--- src/rtl/control_conmutacion_baterias.sv ---
// Two-battery power path sequencer: filters critical charge readings,
// connects one battery at a time and switches over with a dead time.
module control_conmutacion_baterias #(
    parameter int UMBRAL_CRITICO = 3,
    parameter int HISTERESIS     = 2,
    parameter int FILTRO         = 3,
    parameter int TIEMPO_MUERTO  = 4
) (
    input  logic       clk,
    input  logic       rst,
    input  logic       habilitar,
    input  logic [3:0] carga_bateria1,
    input  logic [3:0] carga_bateria2,
    output logic       conecta_bat1,
    output logic       conecta_bat2,
    output logic       apagado_seguro,
    output logic [2:0] estado,
    output logic [7:0] conmutaciones
);

    typedef enum logic [2:0] {
        REPOSO      = 3'd0,
        BAT1        = 3'd1,
        BAT2        = 3'd2,
        CONMUTA_A1  = 3'd3,
        CONMUTA_A2  = 3'd4,
        SIN_ENERGIA = 3'd5
    } estado_t;

    localparam logic [3:0] LP_UMBRAL = 4'(UMBRAL_CRITICO);
    localparam logic [4:0] LP_APTO   = 5'(UMBRAL_CRITICO + 1 + HISTERESIS);
    localparam logic [3:0] LP_FILTRO = 4'(FILTRO);
    localparam logic [3:0] LP_MUERTO = 4'(TIEMPO_MUERTO - 1);

    estado_t    r_estado;
    logic [3:0] r_filtro1;
    logic [3:0] r_filtro2;
    logic [3:0] r_muerto;
    logic [7:0] r_conmut;

    logic w_critico1;
    logic w_critico2;
    logic w_apto1;
    logic w_apto2;
    logic w_agotada1;
    logic w_agotada2;

    assign w_critico1 = (carga_bateria1 <= LP_UMBRAL);
    assign w_critico2 = (carga_bateria2 <= LP_UMBRAL);
    assign w_apto1    = ({1'b0, carga_bateria1} >= LP_APTO);
    assign w_apto2    = ({1'b0, carga_bateria2} >= LP_APTO);
    assign w_agotada1 = (r_filtro1 == LP_FILTRO);
    assign w_agotada2 = (r_filtro2 == LP_FILTRO);

    // Count consecutive critical samples per battery, saturating at FILTRO
    always_ff @(posedge clk) begin
        if (rst) begin
            r_filtro1 <= '0;
            r_filtro2 <= '0;
        end else begin
            if (!w_critico1)
                r_filtro1 <= '0;
            else if (r_filtro1 != LP_FILTRO)
                r_filtro1 <= r_filtro1 + 4'd1;
            if (!w_critico2)
                r_filtro2 <= '0;
            else if (r_filtro2 != LP_FILTRO)
                r_filtro2 <= r_filtro2 + 4'd1;
        end
    end

    // Battery sequencing FSM with dead-time counter and switchover count
    always_ff @(posedge clk) begin
        if (rst) begin
            r_estado <= REPOSO;
            r_muerto <= '0;
            r_conmut <= '0;
        end else begin
            unique case (r_estado)
                REPOSO: begin
                    r_muerto <= '0;
                    if (habilitar) begin
                        if (w_critico1 && w_critico2)
                            r_estado <= SIN_ENERGIA;
                        else if (carga_bateria1 >= carga_bateria2)
                            r_estado <= BAT1;
                        else
                            r_estado <= BAT2;
                    end
                end
                BAT1: begin
                    if (!habilitar) begin
                        r_estado <= REPOSO;
                    end else if (w_agotada1 && w_apto2) begin
                        r_estado <= CONMUTA_A2;
                        r_muerto <= LP_MUERTO;
                    end else if (w_agotada1 && w_critico2) begin
                        r_estado <= SIN_ENERGIA;
                    end
                end
                BAT2: begin
                    if (!habilitar) begin
                        r_estado <= REPOSO;
                    end else if (w_agotada2 && w_apto1) begin
                        r_estado <= CONMUTA_A1;
                        r_muerto <= LP_MUERTO;
                    end else if (w_agotada2 && w_critico1) begin
                        r_estado <= SIN_ENERGIA;
                    end
                end
                CONMUTA_A1, CONMUTA_A2: begin
                    if (!habilitar) begin
                        r_estado <= REPOSO;
                        r_muerto <= '0;
                    end else if (r_muerto == 4'd0) begin
                        r_estado <= (r_estado == CONMUTA_A1) ? BAT1 : BAT2;
                        if (r_conmut != 8'hFF)
                            r_conmut <= r_conmut + 8'd1;
                    end else begin
                        r_muerto <= r_muerto - 4'd1;
                    end
                end
                SIN_ENERGIA: begin
                    if (!habilitar)
                        r_estado <= REPOSO;
                end
                default: begin
                    r_estado <= REPOSO;
                    r_muerto <= '0;
                end
            endcase
        end
    end

    // Outputs decode only the state flop, so the switches stay exclusive
    assign conecta_bat1   = (r_estado == BAT1);
    assign conecta_bat2   = (r_estado == BAT2);
    assign apagado_seguro = (r_estado == SIN_ENERGIA);
    assign estado         = r_estado;
    assign conmutaciones  = r_conmut;

endmodule

--- config.mk ---
export PLATFORM = sky130hd
export DESIGN_NAME = control_conmutacion_baterias
export DESIGN_NICKNAME = d
export VERILOG_FILES = /design/src/rtl/control_conmutacion_baterias.sv
export SDC_FILE = /design/constraint.sdc
export NUM_CORES = 1
export LEC_CHECK = 0
export ABC_AREA = 1
export BUFFER_PORTS_ARGS = -buffer_cell sky130_fd_sc_hd__buf_2
export CAP_MARGIN = 30
export CORE_AREA = 2 2 89 57
export CTS_CLUSTER_SIZE = 8
export DETAILED_ROUTE_END_ITERATION = 10
export DIE_AREA = 0 0 91 59
export PLACE_DENSITY_LB_ADDON = 0.2
export SLEW_MARGIN = 20
export SYNTH_ARGS = -nofsm -noshare
export SYNTH_HDL_FRONTEND = slang
export SYNTH_SLANG_ARGS = --single-unit
--- constraint.sdc ---
create_clock -name clk -period 1.4 [get_ports clk]
set_clock_uncertainty 0.1 [all_clocks]
set_input_delay 0.42 -clock clk [delete_from_list [all_inputs] [get_ports clk]]
set_output_delay 0.42 -clock clk [all_outputs]
set_load 0.1 [all_outputs]
Word level (Yosys, flattened, before mapping). Cells that the tools add are included.

$add $sub $neg: 4. $lt $le $gt $ge: 5. Equal/unequal tests: 20. Mux-type cells: 21. Bitwise logic cells: 3. Reductions and logical operators: 13.

Operators by type and width (count): $mux W3 (11); $mux W4 (6); $ne A4 B2 Y1 const B (4); $pmux W4 S4 (1); $pmux W3 S5 (1); $add A4 B1 Y4 const B (2); $add A8 B1 Y8 const B (1); $eq A4 B2 Y1 const B (2); $ge A4 B3 Y1 const B (2); $le A4 B2 Y1 const B (2); $ne A2 B2 Y1 const B (4); $ne A8 B8 Y1 const B (1); $eq A3 B2 Y1 const B (2); $eq A3 B3 Y1 const B (2); $ne A3 B3 Y1 const B (2); $reduce_and A6 Y1 (1); $reduce_or A2 Y1 (3); $logic_and A1 B1 Y1 (5); $reduce_and A5 Y1 (1); $ge A4 B4 Y1 (1); $logic_not A4 Y1 (1); $mux W2 (2); $ne A2 B1 Y1 const B (2); $reduce_and A4 Y1 (1); other kinds (4) (6).

Flip-flop bits (word level): 23. Bits of input ports: 11. Word-level logic and storage cells: 71.

Longest topological paths before layout. Gate-level depths: netlist of the first run.

Depth in word-level cells: 6. Depth in mapped cells: 11. Depth with buffers taken out: 11.

Worst setup path before layout of the first run. Ideal clock, no wire load.

Path kind: register to register. From: reg r_estado[0] (netlist: estado[0]). To: reg r_muerto[0]. Library setup time: 0.116 ns. Data arrival time: 2.373 ns. Data required time: 1.184 ns. Slack: -1.189 ns. Cell stages (with the launch flop): 8. Path buffers: 0. Clock period less this slack: 2.589 ns. Cells stage by stage: dfxtp_1 -> nand3_1 -> inv_1 -> nand2_1 -> nand2_2 -> nor2_4 -> o21ai_0 -> nor2_1.

Elaborated cells between the ends (all ways): 14. Those cells by class: 10 x eq/ne; 1 x mux; 1 x bitwise; 2 x reduce/logical.

RTL lines: start, declared (line 35) `estado_t r_estado;`; start signal, assigned (line 116) `r_estado <= (r_estado == CONMUTA_A1) ? BAT1 : BAT2;`; $eq A3 B1 Y1 (*); named net conecta_bat1 (line 14) `output logic conecta_bat1,`; $ne A2 B1 Y1 (no source line) / $ne A2 B2 Y1 (equally long branches); $reduce_and A6 Y1 (no source line); end signal, assigned (line 120) `r_muerto <= r_muerto - 4'd1;`; end, declared (line 38) `logic [3:0] r_muerto;`.

The timed path passes the listed nets; every way through them passes the cells marked *. A chain may end at the register's enable or synchronous reset.

Worst setup path after layout of the first run.
From: reg r_estado[2] (netlist: estado[2]). To: out conecta_bat1.

Cells in the longest elaborated chain, start to end: 1.

Ends and longest elaborated chain: $eq A3 B1 Y1 (line 136) `assign conecta_bat1 = (r_estado == BAT1);`; end, declared (line 14).

No other way between the ends.

==> qor.txt, run 1 <==
Via density: 4.47
CTS Buf Count: 3
H-tree levels: 1
Hold Vio Cnt, Final: 0
fin crit period: 1.64 ns
WL final: 4.48 mm
Psw: 0.00213 W
drt initial violations: 87
GRT overflow: 0
number of global-route vias before repair: 1498
initial antenna violation count: 0
vias: 1680
# rows: 19
Worst Path Required: 0.88 ns
CP Capture Type: output pin
Avg Inst Size Synth: 6.46 um2
Clock Path Buffers: 2
PortBufs: 24
clock-pin slew on the worst setup and hold paths: 0.09 ns
final setup violation count: 24
Finished Layout Cells: 376
Post-synth top flop: dfxtp_1
area delta synth->final: 77.5%
worst vdd ir: 0.00127 V
Max Cap Viol: 0
Yosys top cell by area: dfxtp_1
Crit Path Max Fanout: 5
first-pass GRT wire length: 6.96 mm
Mapped Cells: 236
Detailed Routing Iterations Pass 1: 4
die area: 5370 um2
clock share of power: 0.100
Routability Congestion: 0.870
Routed Antenna Nets: 0
Ys Warns: 0
critical path arrival: 1.12 ns
CTS hold repair buffers: 0
clock root buffer: clkbuf_8
# clock sinks: 23
number of synthesized flops with an enable pin: 0
Post-layout nets: 333
detailed placer's ending HPWL: 3.02 mm
most common cell in the synthesized netlist: nand2_1
die height: 59 um
Logic pwr share: 0.695
final worst slack: -0.241 ns
IO Count: 25
failing checks: negative setup slack
Synth Cell Area: 1530 um2
Least-Margin Pin Slew: 0.292 ns
Cells after DPL: 353
Max Clk Rate: 610 MHz
clock latency on the worst-skew pair: 0.27 ns
top cells by count, synth: nand2_1, inv_1, nor2_1
total power: 0.00431 W
All-Layer GR Usage: 0.163
Hold Path Class: in -> reg
relative slew slack: 0.805
outcome: finished with violations
PD cells: 1590 nW/um2
Crit Path Class: reg -> out
Leak: 1.23 nW
Internal: 0.00218 W
top cells by area, synth: dfxtp_1, nand2_1, inv_1
post-synth top area share: 0.302
largest net degree at the start of global routing: 14
Starting Density: 0.341
Worst Setup Start Kind: flop
sequential-to-total area share from yosys stat: 0.302
Core Area: 4470 um2
drt drc: 0
final max-slew violation count: 0
Sequential Power Share: 0.205
Min Hold Slack: 0.309 ns
CTS tree: done
Net Sw Frac: 0.494
layout cells sized above 1: 0.521
net count after synthesis: 255
die width: 91 um
wire length per cell: 11.9 um
RSZ-0062 raised after global routing: yes
synthesis-stage register bit count: 23
# diodes: 0
period utilization: 1.17
Async SR Flop Fraction: 0
Synth cell types: 26
-- worst paths after layout --
check / to / cells after the start / start / slack [ns]
max: conecta_bat1 / 4 / estado[2] / -0.24
min: r_muerto[3] / 2 / rst / 0.31
max reg2reg: r_muerto[2] / 9 / r_muerto[1] / -0.10
min reg2reg: r_muerto[1] / 2 / r_muerto[1] / 0.39
-- metal layers --
layer  vias to the layer above  wire (um)  GRT usage
met3                         4        149     0.0394
met5                         -          0          0
li1                        904          -          -
met4                         0         25     0.0260
met2                        20       1920      0.222
met1                       752       2390      0.257
-- power groups by stage --
stage	Clock, W	Combinational [W]	Sequential [W]
after floorplan	0	0.00121	0.00124
after global placement	0	0.00235	0.000885
after detailed placement	0	0.00236	0.000883
after CTS	0.000451	0.00263	0.000870
after global routing	0.000478	0.00322	0.000894
final	0.000433	0.00300	0.000884
-- state kept, by name, indices dropped and copies added (netlist names) --
name,count
conmutaciones,8
estado,3
r_filtro1,4
r_muerto,4
r_filtro2,4
-- cell usage in the layout (no fill, tap or decap), drive strengths merged, types with 3 or more instances in the layout --
master | synthesis | final
nand3 | 20 | 20
clkbuf | 0 | 3
ha | 8 | 8
o21ai | 11 | 11
inv | 38 | 36
nand2 | 61 | 62
or2 | 5 | 5
nor3 | 3 | 3
a21boi | 3 | 3
a21oi | 15 | 15
dfxtp | 23 | 23
nor2 | 37 | 37
o21bai | 3 | 3
buf | 2 | 74
-- worst max-delay path, cell delays in order, from the launching register on --
cell        delay [ns]
dfxtp_4           0.39
inv_4             0.06
nand3_4           0.10
clkinvlp_4        0.12
buf_12            0.18
-- layout make-up --
| class | instances | area [um2] |
|---|---|---|
| Fill cell | 409 | 1760 |
| Sequential cell | 23 | 509 |
| Timing Repair Buffer | 74 | 728 |
| Multi-Input combinational cell | 174 | 1170 |
| Inverter | 38 | 170 |
| Clock inverter | 1 | 5.00 |
| Tap cell | 63 | 78.8 |
| Clock buffer | 3 | 41.3 |
-- timing repair --
action,4_1_cts,5_1_grt
pin swaps,17,11
gates resized for setup,31,46
gates cloned,1,0
buffers inserted,11,9
endpoints found under the setup margin,28,29
-- metrics by stage --
stage          setup slack (ns)  area (um2)  setup TNS (ns)   util
3_5_place_dp             -0.227        2250           -1.77  0.504
4_1_cts                  -0.242        2470           -2.37  0.553
5_1_grt                  -0.282        2710           -3.87  0.606
2_1_floorplan            -0.520        1610           -5.57      -
3_3_place_gp             -0.220        2250           -1.44  0.504
6_report                 -0.241        2710           -2.05  0.606
-- logic make-up (layout without fill, tap and decap cells) --
| logic type | count (synthesis) | in the layout | synth area share |
|---|---|---|---|
| and+or+nand+nor | 128 | 129 | 0.388 |
| adders and majority gates | 8 | 8 | 0.0656 |
| xor gates and xnor gates | 2 | 2 | 0.0115 |
| buffers and inverters | 40 | 116 | 0.103 |
| AOI/OAI and AO/OA | 35 | 35 | 0.130 |
| DFF | 23 | 23 | 0.302 |
(Power assumes the default switching activity.)
==> run 2, diff against run 1 <==
Settings changed: RECOVER_POWER from default to 25, TNS_END_PERCENT from default to 5.
==> run 2 against run 1 <==
The flow still finishes with violations (negative setup slack). Register-to-register slack gained 0.02 ns. Sequential share of layout area grew 1.6 points. Critical path depth is the same. Non-clock buffer count shrank 16. Via count shrank 4.3%. Utilization shrank 6.2 points. Sequential cell count is the same. Critical path type unchanged.
==> qor.txt, run 2 (synthesis results as in run 1) <==
CTS hold repair buffers: 0
Clock Path Buffers: 2
first-pass GRT wire length: 6.41 mm
# clock sinks: 23
detailed placer's ending HPWL: 2.99 mm
reg2reg setup slack: -0.08 ns
Sequential Power Share: 0.229
Via density: 4.48
vias: 1607
Hold Startpoint: rst
final max-slew violation count: 0
clock-pin slew on the worst setup and hold paths: 0.08 ns
Worst Setup Start Kind: flop
TNS Setup: -1.77 ns
failing checks: negative setup slack
Psw: 0.00189 W
CP cell instances: inv_6 -> nand3_4 -> clkinvlp_4 -> buf_12
wire length per cell: 10.9 um
RSZ-0062 raised after global routing: yes
commonest non-fill, non-tap cell in the layout: nand2_1
CP Capture Type: output pin
Routed Antenna Nets: 0
die height: 59 um
period utilization: 1.16
most frequent cells in the layout: nand2_1, nor2_1, inv_1, buf_4, buf_12
Worst Path Required: 0.88 ns
Crit Path Max Fanout: 4
drt initial violations: 43
Crit Path Class: reg -> out
Least-Margin Pin Slew: 0.312 ns
origin of the worst setup path: estado[2]
Starting Density: 0.341
total power: 0.00386 W
clock root buffer: clkbuf_8
Max Clk Rate: 616 MHz
max reg flops: 8
relative slew slack: 0.791
critical path arrival: 1.10 ns
# rows: 19
Hold Vio Cnt, Final: 0
number of global-route vias before repair: 1436
Internal: 0.00198 W
largest net degree at the start of global routing: 13
slowest library cell on the worst path: dfxtp_4
r2r startpoint: r_filtro1[1]
fin crit period: 1.62 ns
Detailed Routing Iterations Pass 1: 4
Max Cap Viol: 0
initial antenna violation count: 0
outcome: finished with violations
die width: 91 um
drt drc: 0
Post-layout nets: 316
max incr delay on CP: 0.39 ns
WL final: 3.91 mm
# diodes: 0
Net Sw Frac: 0.488
Routability Congestion: 0.784
clock share of power: 0.109
GRT overflow: 0
worst vdd ir: 0.00102 V
Post-Route Utilization: 0.543
CTS tree: done
Hold Path Class: in -> reg
worst slack, placed: -0.237 ns
Core Area: 4470 um2
PortBufs: 24
die area: 5370 um2
final worst slack: -0.224 ns
clock latency on the worst-skew pair: 0.27 ns
H-tree levels: 1
Logic pwr share: 0.662
All-Layer GR Usage: 0.149
PD cells: 1590 nW/um2
final setup violation count: 21
area delta synth->final: 59.2%
layout cells sized above 1: 0.419
Leak: 1.10 nW
IO Count: 25
CTS Buf Count: 3
[run 2: cell count changes in the layout (fill, tap and decap cells not counted), moves of 3 or more]
cell,change
buf_4,-16
nand2_1,+7
nand2_4,-6
nor2_1,+6
dfxtp_4,-5
dfxtp_2,+4
nand3_4,-4
nor2_2,-4
a21oi_1,+3
a21oi_2,-3
nand3_2,+3
[run 2: final cells by class]
type / count / area, um2
well taps: 63 / 78.8
clock buffers: 4 / 45.0
inverters: 38 / 168
fillers: 433 / 2040
flip-flops and latches: 23 / 495
multi-input cells: 173 / 1030
repair buffers: 58 / 608
[run 2: per-stage QoR]
step	hold slack, ns	cells	instance area [um2]
2_1_floorplan	0.355	236	1580
3_3_place_gp	0.375	351	2200
3_5_place_dp	0.377	351	2200
4_1_cts	0.299	358	2360
5_1_grt	0.304	359	2430
6_report	0.297	359	2430
[run 2: routing by layer]
metal  track usage  wire [um]  vias to the layer above
li1              -          -                      870
met1         0.214       2080                      719
met2         0.231       1690                       16
met3        0.0344        119                        2
met4        0.0325         15                        0
met5             0          0                        -
[run 2: power by group through the flow]
stage	logic (W)	registers, W	clock network, W
CTS	0.00248	0.000859	0.000448
global placement	0.00235	0.000879	0
global route	0.00276	0.000897	0.000474
detailed placement	0.00236	0.000876	0
floorplan	0.00121	0.00124	0
finish	0.00256	0.000886	0.000419
[run 2: timing repair]
action	in CTS	in global routing
hold endpoints to repair	0	0
gates resized for setup	26	21
endpoints found under the setup margin	30	30
setup buffers	3	1
pin swaps	6	5
[run 2: worst paths after layout]
kind / endpoint / depth (start not counted)
setup / recovery: conecta_bat2 / 4
hold / removal: r_muerto[2] / 2
hold reg to reg: r_muerto[1] / 2
setup reg to reg: r_muerto[3] / 9
[run 2: worst max-delay path, delay by kind of cell, from the launching register on]
kind	cells	cell delay, ns
flip-flops	1	0.39
AND/OR/NAND/NOR	1	0.10
buffers and inverters	3	0.35
==> run 3, diff against run 2 <==
Settings changed: CORE_AREA 2 2 89 57 to 2 2 69 45, DIE_AREA 0 0 91 59 to 0 0 71 47.
Clock period 1.4 ns to 2 ns, I/O delays scaled along.
==> run 3 against run 2 <==
The flow now finishes without violations. Via count down 9.7%. Clock power decreased by 30%. Critical endpoint is now conecta_bat1. Worst setup slack improved by 0.28 ns. Hold slack improved by 0.066 ns. Total power is 41% lower. Global-route usage is 6.6 points higher.
==> qor.txt, run 3 (synthesis results as in run 1) <==
outcome: finished clean
PD cells: 1280 nW/um2
final setup violation count: 0
Starting Density: 0.560
layout cells sized above 1: 0.221
initial antenna violation count: 0
die width: 71 um
drt drc: 0
Crit Path Class: reg -> out
fin crit period: 1.95 ns
clock latency on the worst-skew pair: 0.27 ns
die height: 47 um
PortBufs: 24
Routed Antenna Nets: 0
Detailed Routing Iterations Pass 1: 4
final worst slack: 0.0516 ns
CTS hold repair buffers: 0
vias: 1451
drt initial violations: 39
worst slack, placed: 0.182 ns
R2R Path End: estado[1]
GRT overflow: 0
final max-slew violation count: 0
Post-DP Area: 1750 um2
Max Cap Viol: 0
WHS Path Cells: 1
Finished Layout Cells: 296
slowest library cell on the worst path: dfxtp_4
Post-Route Utilization: 0.655
reg2reg setup slack: 0.24 ns
H-tree levels: 1
Max Clk Rate: 513 MHz
# clock sinks: 23
Core Area: 2720 um2
fill count: 258
CTS Buf Count: 3
final instance area: 1780 um2
Worst Path Required: 1.30 ns
wire length per cell: 10.9 um
Routability Congestion: 0.868
worst vdd ir: 0.00129 V
CTS tree: done
All-Layer GR Usage: 0.215
hold endpoint: conmutaciones[0]
Hold Startpoint: conmutaciones[0]
Least-Margin Pin Slew: 0.490 ns
CP cell instances: inv_2 -> nand3_1 -> clkinvlp_4 -> buf_12
die area: 3340 um2
clock root buffer: clkbuf_8
worst r2r path cells: 8
Hold Vio Cnt, Final: 0
Crit Path Max Fanout: 6
max reg flops: 8
Leak: 0.849 nW
commonest non-fill, non-tap cell in the layout: nand2_1
Via density: 4.90
detailed placer's ending HPWL: 2.54 mm
CP Capture Type: output pin
critical path arrival: 1.25 ns
max incr delay on CP: 0.39 ns
RSZ-0062 raised after global routing: no
IO Count: 25
number of global-route vias before repair: 1267
largest net degree at the start of global routing: 13
Hold Path Class: reg -> reg
period utilization: 0.974
r2r startpoint: r_filtro1[0]
Clock Path Buffers: 2
TNS Setup: 0 ns
relative slew slack: 0.675
clock-pin slew on the worst setup and hold paths: 0.08 ns
Worst Setup Start Kind: flop
first-pass GRT wire length: 5.53 mm
Post-layout nets: 282
# diodes: 0
most frequent cells in the layout: nand2_1, nor2_1, inv_1
WL final: 3.22 mm
area delta synth->final: 16.8%
# rows: 15
Cells after DPL: 292
## run 3: how the worst max path moves through the flow
| stage | start | end | cells past startpoint |
|---|---|---|---|
| final | estado[2] | conecta_bat1 | 4 |
| after global routing | estado[1] | conecta_bat1 | 4 |
| after CTS | estado[1] | conecta_bat1 | 4 |
| after detailed placement | carga_bateria1[3] | estado[0] | 9 |
| after global placement | carga_bateria1[3] | estado[1] | 8 |
| after floorplan | estado[1] | r_muerto[1] | 9 |
## run 3: report_power, final
part / leakage (nW) / internal, W / total, W / switching (W)
clock: 0.0228 / 0.000142 / 0.000292 / 0.000150
combinational: 0.634 / 0.000392 / 0.00138 / 0.000989
sequential: 0.192 / 0.000535 / 0.000606 / 0.0000706
total: 0.849 / 0.00107 / 0.00228 / 0.00121
## run 3: timing repair
item                                   4_1_cts  5_1_grt
resized for setup                            0        2
setup buffers                                0        0
endpoints found under the hold margin        0        0
setup endpoints to repair                    0        1
## run 3: cell type report
cell class | count | area [um2] | share of cell area
well taps | 34 | 42.5 | 0.0239
inverters | 38 | 153 | 0.0857
repair buffers | 24 | 163 | 0.0913
clock buffers | 4 | 45.0 | 0.0253
flip-flops and latches | 23 | 479 | 0.269
multi-input cells | 173 | 900 | 0.505
## run 3: routing by layer
layer | routed length, um | GRT usage | share of wire | up-vias
met1 | 1760 | 0.308 | 0.55 | 624
met2 | 1290 | 0.340 | 0.40 | 26
met5 | 0 | 0 | 0 | -
li1 | - | - | - | 797
met4 | 17 | 0.0340 | 0.0053 | 0
met3 | 142 | 0.0515 | 0.044 | 4
## run 3: critical path, delay by kind of cell, from the launching register on
family | cells | cell delay [ns]
and+or+nand+nor | 1 | 0.16
buffers and inverters | 3 | 0.42
DFF | 1 | 0.39
## run 3: metrics by stage
| stage | hold slack [ns] | total power [W] |
|---|---|---|
| after floorplan | 0.355 | 0.00167 |
| after global placement | 0.351 | 0.00195 |
| after detailed placement | 0.352 | 0.00197 |
| after CTS | 0.366 | 0.00228 |
| after global routing | 0.379 | 0.00244 |
| final | 0.363 | 0.00228 |
